File: src/rtl/uvma_apb_mstr_arb_pkg.sv
`default_nettype none
// ============================================================================
// Module   : uvma_apb_mstr_arb_pkg
// Brief    : Shared types, width helper and reset values for the APB master arbiter.
// Revision : 1.0 - initial release
// ============================================================================
package uvma_apb_mstr_arb_pkg;

   typedef enum logic [1:0] {
      IDLE   = 2'd0,
      SETUP  = 2'd1,
      ACCESS = 2'd2
   } apb_state_e;

   // A single requester still needs a one-bit owner index.
   function automatic int owner_width(input int num_req);
      return (num_req > 1) ? $clog2(num_req) : 1;
   endfunction

   localparam apb_state_e c_rst_state = IDLE;
   localparam logic       c_rst_bit   = 1'b0;

endpackage
`default_nettype wire

File: src/rtl/uvma_apb_rr_arb.sv
`default_nettype none
// ============================================================================
// Module   : uvma_apb_rr_arb
// Brief    : Combinational round-robin picker: first request at or after the pointer, with wrap.
// Revision : 1.0 - initial release
// ============================================================================
module uvma_apb_rr_arb
   import uvma_apb_mstr_arb_pkg::*;
#(
   parameter int NUM_REQ = 4,
   parameter int IDX_W   = owner_width(NUM_REQ)
) (
   input  logic [NUM_REQ-1:0] i_req,
   input  logic [IDX_W-1:0]   i_ptr,
   input  logic               i_en,
   output logic [NUM_REQ-1:0] o_gnt,
   output logic [IDX_W-1:0]   o_idx,
   output logic               o_any
);

   logic [IDX_W-1:0] w_cand;

   always_comb begin
      o_gnt  = '0;
      o_idx  = '0;
      o_any  = 1'b0;
      w_cand = '0;
      for (int k = 0; k < NUM_REQ; k++) begin
         w_cand = IDX_W'((int'(i_ptr) + k) % NUM_REQ);
         if (i_en && !o_any && i_req[w_cand]) begin
            o_any         = 1'b1;
            o_gnt[w_cand] = 1'b1;
            o_idx         = w_cand;
         end
      end
   end

endmodule
`default_nettype wire

File: src/rtl/uvma_apb_mstr_arb.sv
`default_nettype none
// ============================================================================
// Module   : uvma_apb_mstr_arb
// Brief    : Round-robin arbiter sharing one APB master port among NUM_REQ clients.
// Revision : 1.0 - initial release
// ============================================================================
module uvma_apb_mstr_arb
   import uvma_apb_mstr_arb_pkg::*;
#(
   parameter int NUM_REQ        = 4,
   parameter int ADDR_WIDTH     = 32,
   parameter int DATA_WIDTH     = 32,
   parameter int TIMEOUT_CYCLES = 0
) (
   input  logic                          pclk,
   input  logic                          presetn,
   input  logic [NUM_REQ-1:0]            req_valid,
   output logic [NUM_REQ-1:0]            req_ready,
   input  logic [NUM_REQ*ADDR_WIDTH-1:0] req_addr,
   input  logic [NUM_REQ-1:0]            req_write,
   input  logic [NUM_REQ*DATA_WIDTH-1:0] req_wdata,
   output logic [NUM_REQ-1:0]            rsp_valid,
   output logic [DATA_WIDTH-1:0]         rsp_rdata,
   output logic                          rsp_slverr,
   output logic [ADDR_WIDTH-1:0]         paddr,
   output logic                          psel,
   output logic                          penable,
   output logic                          pwrite,
   output logic [DATA_WIDTH-1:0]         pwdata,
   input  logic                          pready,
   input  logic [DATA_WIDTH-1:0]         prdata,
   input  logic                          pslverr
);

   localparam int c_idx_w = owner_width(NUM_REQ);
   localparam int c_tmo_w = (TIMEOUT_CYCLES > 0) ? $clog2(TIMEOUT_CYCLES + 1) : 1;

   apb_state_e            r_state;
   apb_state_e            w_state_nxt;
   logic [c_idx_w-1:0]    r_ptr;
   logic [c_idx_w-1:0]    r_owner;
   logic [c_tmo_w-1:0]    r_tmo_cnt;
   logic [ADDR_WIDTH-1:0] r_paddr;
   logic                  r_pwrite;
   logic [DATA_WIDTH-1:0] r_pwdata;
   logic [NUM_REQ-1:0]    r_rsp_valid;
   logic [DATA_WIDTH-1:0] r_rsp_rdata;
   logic                  r_rsp_slverr;

   logic                  w_grant_en;
   logic                  w_any;
   logic [NUM_REQ-1:0]    w_gnt;
   logic [c_idx_w-1:0]    w_idx;
   logic                  w_timeout;
   logic                  w_done;

   // Grants happen from IDLE or on the completing ACCESS cycle (back-to-back).
   assign w_grant_en = presetn &&
                       ((r_state == IDLE) || ((r_state == ACCESS) && pready));

   assign w_timeout  = (TIMEOUT_CYCLES > 0) && (r_state == ACCESS) && !pready &&
                       (r_tmo_cnt == c_tmo_w'(TIMEOUT_CYCLES - 1));
   assign w_done     = (r_state == ACCESS) && (pready || w_timeout);

   uvma_apb_rr_arb #(
      .NUM_REQ (NUM_REQ),
      .IDX_W   (c_idx_w)
   ) u_rr_arb (
      .i_req   (req_valid),
      .i_ptr   (r_ptr),
      .i_en    (w_grant_en),
      .o_gnt   (w_gnt),
      .o_idx   (w_idx),
      .o_any   (w_any)
   );

   assign req_ready  = w_gnt;
   assign rsp_valid  = r_rsp_valid;
   assign rsp_rdata  = r_rsp_rdata;
   assign rsp_slverr = r_rsp_slverr;
   assign paddr      = r_paddr;
   assign pwrite     = r_pwrite;
   assign pwdata     = r_pwdata;

   always_comb begin
      w_state_nxt = r_state;
      psel        = 1'b0;
      penable     = 1'b0;
      case (r_state)
         IDLE: begin
            if (w_any) w_state_nxt = SETUP;
         end
         SETUP: begin
            psel        = 1'b1;
            w_state_nxt = ACCESS;
         end
         ACCESS: begin
            psel    = 1'b1;
            penable = 1'b1;
            if (w_timeout)   w_state_nxt = IDLE;
            else if (pready) w_state_nxt = w_any ? SETUP : IDLE;
         end
         default: w_state_nxt = IDLE;
      endcase
   end

   always_ff @(posedge pclk) begin
      if (!presetn) begin
         r_state      <= c_rst_state;
         r_ptr        <= '0;
         r_owner      <= '0;
         r_tmo_cnt    <= '0;
         r_paddr      <= '0;
         r_pwrite     <= c_rst_bit;
         r_pwdata     <= '0;
         r_rsp_valid  <= '0;
         r_rsp_rdata  <= '0;
         r_rsp_slverr <= c_rst_bit;
      end else begin
         r_state     <= w_state_nxt;
         r_rsp_valid <= '0;

         if (w_any) begin
            r_paddr  <= req_addr[int'(w_idx)*ADDR_WIDTH +: ADDR_WIDTH];
            r_pwrite <= req_write[w_idx];
            r_pwdata <= req_wdata[int'(w_idx)*DATA_WIDTH +: DATA_WIDTH];
            r_owner  <= w_idx;
            r_ptr    <= (w_idx == c_idx_w'(NUM_REQ - 1)) ? '0 : w_idx + 1'b1;
         end

         if (w_state_nxt == SETUP)
            r_tmo_cnt <= '0;
         else if ((r_state == ACCESS) && !pready)
            r_tmo_cnt <= r_tmo_cnt + 1'b1;

         // Write completions and timeouts return zero data.
         if (w_done) begin
            r_rsp_valid[r_owner] <= 1'b1;
            r_rsp_rdata          <= (r_pwrite || w_timeout) ? '0 : prdata;
            r_rsp_slverr         <= w_timeout ? 1'b1 : pslverr;
         end
      end
   end

endmodule
`default_nettype wire

File: config.mk
export PLATFORM = sky130hd
export DESIGN_NAME = uvma_apb_mstr_arb
export DESIGN_NICKNAME = d
export VERILOG_FILES = /design/src/rtl/uvma_apb_mstr_arb_pkg.sv /design/src/rtl/uvma_apb_rr_arb.sv /design/src/rtl/uvma_apb_mstr_arb.sv
export SDC_FILE = /design/constraint.sdc
export NUM_CORES = 1
export LEC_CHECK = 0
export CORE_AREA = 8 8 151 153
export CTS_BUF_LIST = sky130_fd_sc_hd__clkbuf_4
export CTS_CLUSTER_SIZE = 25
export DETAILED_ROUTE_END_ITERATION = 7
export DIE_AREA = 0 0 159 161
export HOLD_SLACK_MARGIN = 0.15
export PLACE_DENSITY = 0.73
export SETUP_SLACK_MARGIN = 0.15
export SLEW_MARGIN = 20
export SYNTH_ARGS = -nofsm -noshare
export SYNTH_HDL_FRONTEND = slang
export SYNTH_SLANG_ARGS = --single-unit
File: constraint.sdc
create_clock -name pclk -period 4.34 [get_ports pclk]
set_input_delay 1.085 -clock pclk [delete_from_list [all_inputs] [get_ports pclk]]
set_output_delay 1.085 -clock pclk [all_outputs]
set_load 0.01 [all_outputs]
==> flow_summary.yaml <==
clock_network:
  ctsLongestPathBuffers: 2
  cts_hold_buf: 0
  htree_levels: 3
  insertion_delay_ns: 0.50
  path_clk_slew_ns: 0.18
  cts_buffers: 9
  cts_tree: "done"
  cts_sinks: 108
  clock-root-buffer: "clkbuf_4"
timing:
  setup_viol: 0
  finalHoldViolations: 0
  fin_crit_ns: 4.062
  slew_headroom: 0.4222
  worst_slew_pin_slew_ns: 0.8667
  grt_setup_unrepaired: "false"
  setup_tns_ns: 0
  finalCritPeriodShare: 0.9358
  max_freq_ghz: 0.2462
  finalMaxSlewViolations: 0
  clock_skew_ns: 0.03084
synthesis:
  yosys.area.top_type: "dfxtp_1"
  async_flop_share: 0
  synth_area_leaders: "dfxtp_1 (35%), mux2i_1 (11%), o221ai_1 (5.4%)"
  synth_edf_count: 0
  ys.flop_type: "dfxtp_1"
  synth_top_area_share: 0.3497
  netlist_instances: 670
  syn-num-nets: 978
  yosysSeqAreaShare: 0.3497
  syn_area_um2: 6182
  synth.distinct_cells: 45
  synth_seq_cells: 108
  ys_warn_count: 0
  avgSynthCellArea_um2: 9.227
critical_path:
  cpPeakStageDelay_ns: 0.49
  crit_family: "buffers and inverters"
  worstPathMaxFanout: 4
  rr_worst_depth: 10
  crit_required_ns: 3.25
  crit_start: "req_valid[3]"
  crit_path_top_delay_cell: "mux4_2"
  cp.depth: 8
  r2r_start: "r_ptr[1]"
  cp-end-kind: "primary output"
  critPathLaunchType: "input pin"
  rrSetupSlack_ns: 1.14
  crit_buf_inv: 3
  critPathKind: "in -> out"
  critical_path.endpoint: "req_ready[1]"
  worstReg2RegEnd: "pwdata[15]"
  path_cells: "clkdlybuf4s50_1, mux4_2, or2_1, nor3_2, buf_4, a22oi_1, o21ai_0, clkbuf_2"
  critPathArrivalTime_ns: 2.98
placed_design:
  io_buffers: 407
  routabilityCongestion: 0.8185
  dp_cells: 1306
  dp_hpwl_mm: 20.73
drt:
  via_per_inst: 5.129
  routedWlPerCell_um: 20.42
  ant_nets: 0
  drt-pass1-iter-count: 4
  drt_iter0_drc: 231
  vias: 6786
  drc_errors: 0
  wirelength_mm: 27.02
layout:
  fillerInstances: 1936
  nNetsFinal: 1350
  area_growth_pct: 73.41
  layout-drive-gt1-share: 0.08118
  fin_cells: 1323
floorplanning:
  fp.dieW_um: 159
  dieArea_um2: 25600
  rows: 53
  fp.dieH_um: 161
  initial_utilization: 0.3007
  pin_count: 408
  coreArea_um2: 20560
power_and_ir_drop:
  p_int_uw: 3021
  power_frac_comb: 0.613
  leakagePower_uw: 0.004293
  vdd.ir_drop.worst_mv: 0.3450
  seq_power_share: 0.279
  switching_power_uw: 2257
  p_per_area_nw_per_um2: 492.4
  pwr-share-clk: 0.108
  p_sw_frac: 0.4276
global_routing:
  grt_pass1_wl_mm: 40.96
  grt_pass1_vias: 7044
  gr-total-overflow: 0
  grt.total_usage: 0.1998
  grt_max_degree: 77
  antenna_found_initial: 1
status:
  outcome: "finished clean"
hold_path:
  hp-class: "reg -> reg"
job:
  maxCapViolations: 0
[cell type report]
cell class | instances | area, µm² | area share
Multi-Input combinational cell | 481 | 3686 | 0.3438
Tap cell | 275 | 344.1 | 0.03210
Clock inverter | 7 | 86.33 | 0.008053
Timing Repair Buffer | 434 | 4338 | 0.4046
Inverter | 8 | 30.03 | 0.002801
Antenna cell | 1 | 2.502 | 0.0002334
Clock buffer | 9 | 67.56 | 0.006303
Sequential cell | 108 | 2166 | 0.2020
[metrics by stage]
step	util	worst slack, ns	hold WS [ns]	area [µm²]	total power [µW]
5_1_grt	0.5215	0.1774	0.5135	10720	5636
4_1_cts	0.5217	0.1753	0.4963	10720	5330
3_3_place_gp	0.5139	-0.1072	0.4588	10560	4705
6_report	0.5215	0.2785	0.4894	10720	5278
2_1_floorplan	-	0.6296	0.4489	6182	3317
3_5_place_dp	0.5139	-0.2222	0.4636	10560	4751
[routing by layer]
| metal | global-route usage | wire, µm |
|---|---|---|
| met1 | 0.2247 | 10760 |
| met3 | 0.06923 | 2336 |
| met2 | 0.3531 | 13440 |
| met5 | 0 | 0 |
| met4 | 0.05532 | 482 |
[worst register-to-register path, cell delays in order (launching register included)]
cell      delay (ns)
dfxtp_4         0.45
inv_1           0.10
ha_4            0.33
mux4_2          0.51
buf_4           0.15
or4b_4          0.49
nand4_4         0.14
nand2_4         0.18
and2_1          0.34
buf_12          0.22
a211oi_1        0.19
[sequential cells by signal (all words and copies together) (netlist names)]
register    cells
paddr          32
pwdata         32
rsp_rdata      32
rsp_valid       4
r_owner         2
r_ptr           2
r_state         2
pwrite          1
rsp_slverr      1
[power by group through the flow]
stage	Sequential [µW]	Clock [µW]	Combinational, µW
after floorplan	1610	0	1710
after global placement	1480	0	3220
after detailed placement	1490	0	3260
after CTS	1470	596	3260
after global routing	1510	630	3490
final	1470	571	3230
[cell families after synthesis]
family	synth area share
compound gates	0.3250
fa+ha+maj	0.01619
buf+inv	0.05991
flops	0.3497
mux	0.1265
simple gates	0.1226
[Yosys cell counts (3+ instances only)]
cell type,instances
buf_6,5
nor2_1,5
a21boi_0,42
mux2i_1,68
nor3_1,30
nor2b_1,3
nand2_1,44
a211oi_1,7
mux4_2,4
dfxtp_1,108
and2_1,3
a22oi_1,9
a211oi_2,20
o21ai_1,14
o21a_1,27
ha_1,8
buf_2,15
nand2b_1,4
a22o_1,32
o21ai_0,33
o31ai_1,27
a21oi_1,3
inv_1,8
o221ai_1,38
clkbuf_1,47
and3_1,39
[placed cells by master (no fill, tap or decap), types with 27 or more instances in the layout]
cell type | netlist | final
dfxtp_1 | 108 | 107
clkdlybuf4s50_1 | 0 | 401
nor3_1 | 30 | 29
o21a_1 | 27 | 27
mux2i_1 | 68 | 68
and3_1 | 39 | 38
o21ai_0 | 33 | 33
o221ai_1 | 38 | 38
a21boi_0 | 42 | 42
a22o_1 | 32 | 32
o31ai_1 | 27 | 27
nand2_1 | 44 | 44
[worst min path at each step]
stage / startpoint / to / slack (ns) / cells past startpoint
6_report: rsp_slverr / rsp_slverr / 0.49 / 2
5_1_grt: rsp_slverr / rsp_slverr / 0.51 / 2
4_1_cts: rsp_slverr / rsp_slverr / 0.50 / 2
3_5_place_dp: rsp_rdata[4] / rsp_rdata[4] / 0.46 / 1
3_3_place_gp: rsp_slverr / rsp_slverr / 0.46 / 2
2_1_floorplan: r_owner[1] / rsp_valid[1] / 0.45 / 1
[repair_timing]
item	CTS	global route
pin swaps	0	0
resized for setup	10	9
endpoints found under the setup margin	4	4
buffers inserted	0	0
No activity file was read; power rests on OpenSTA's default activity.
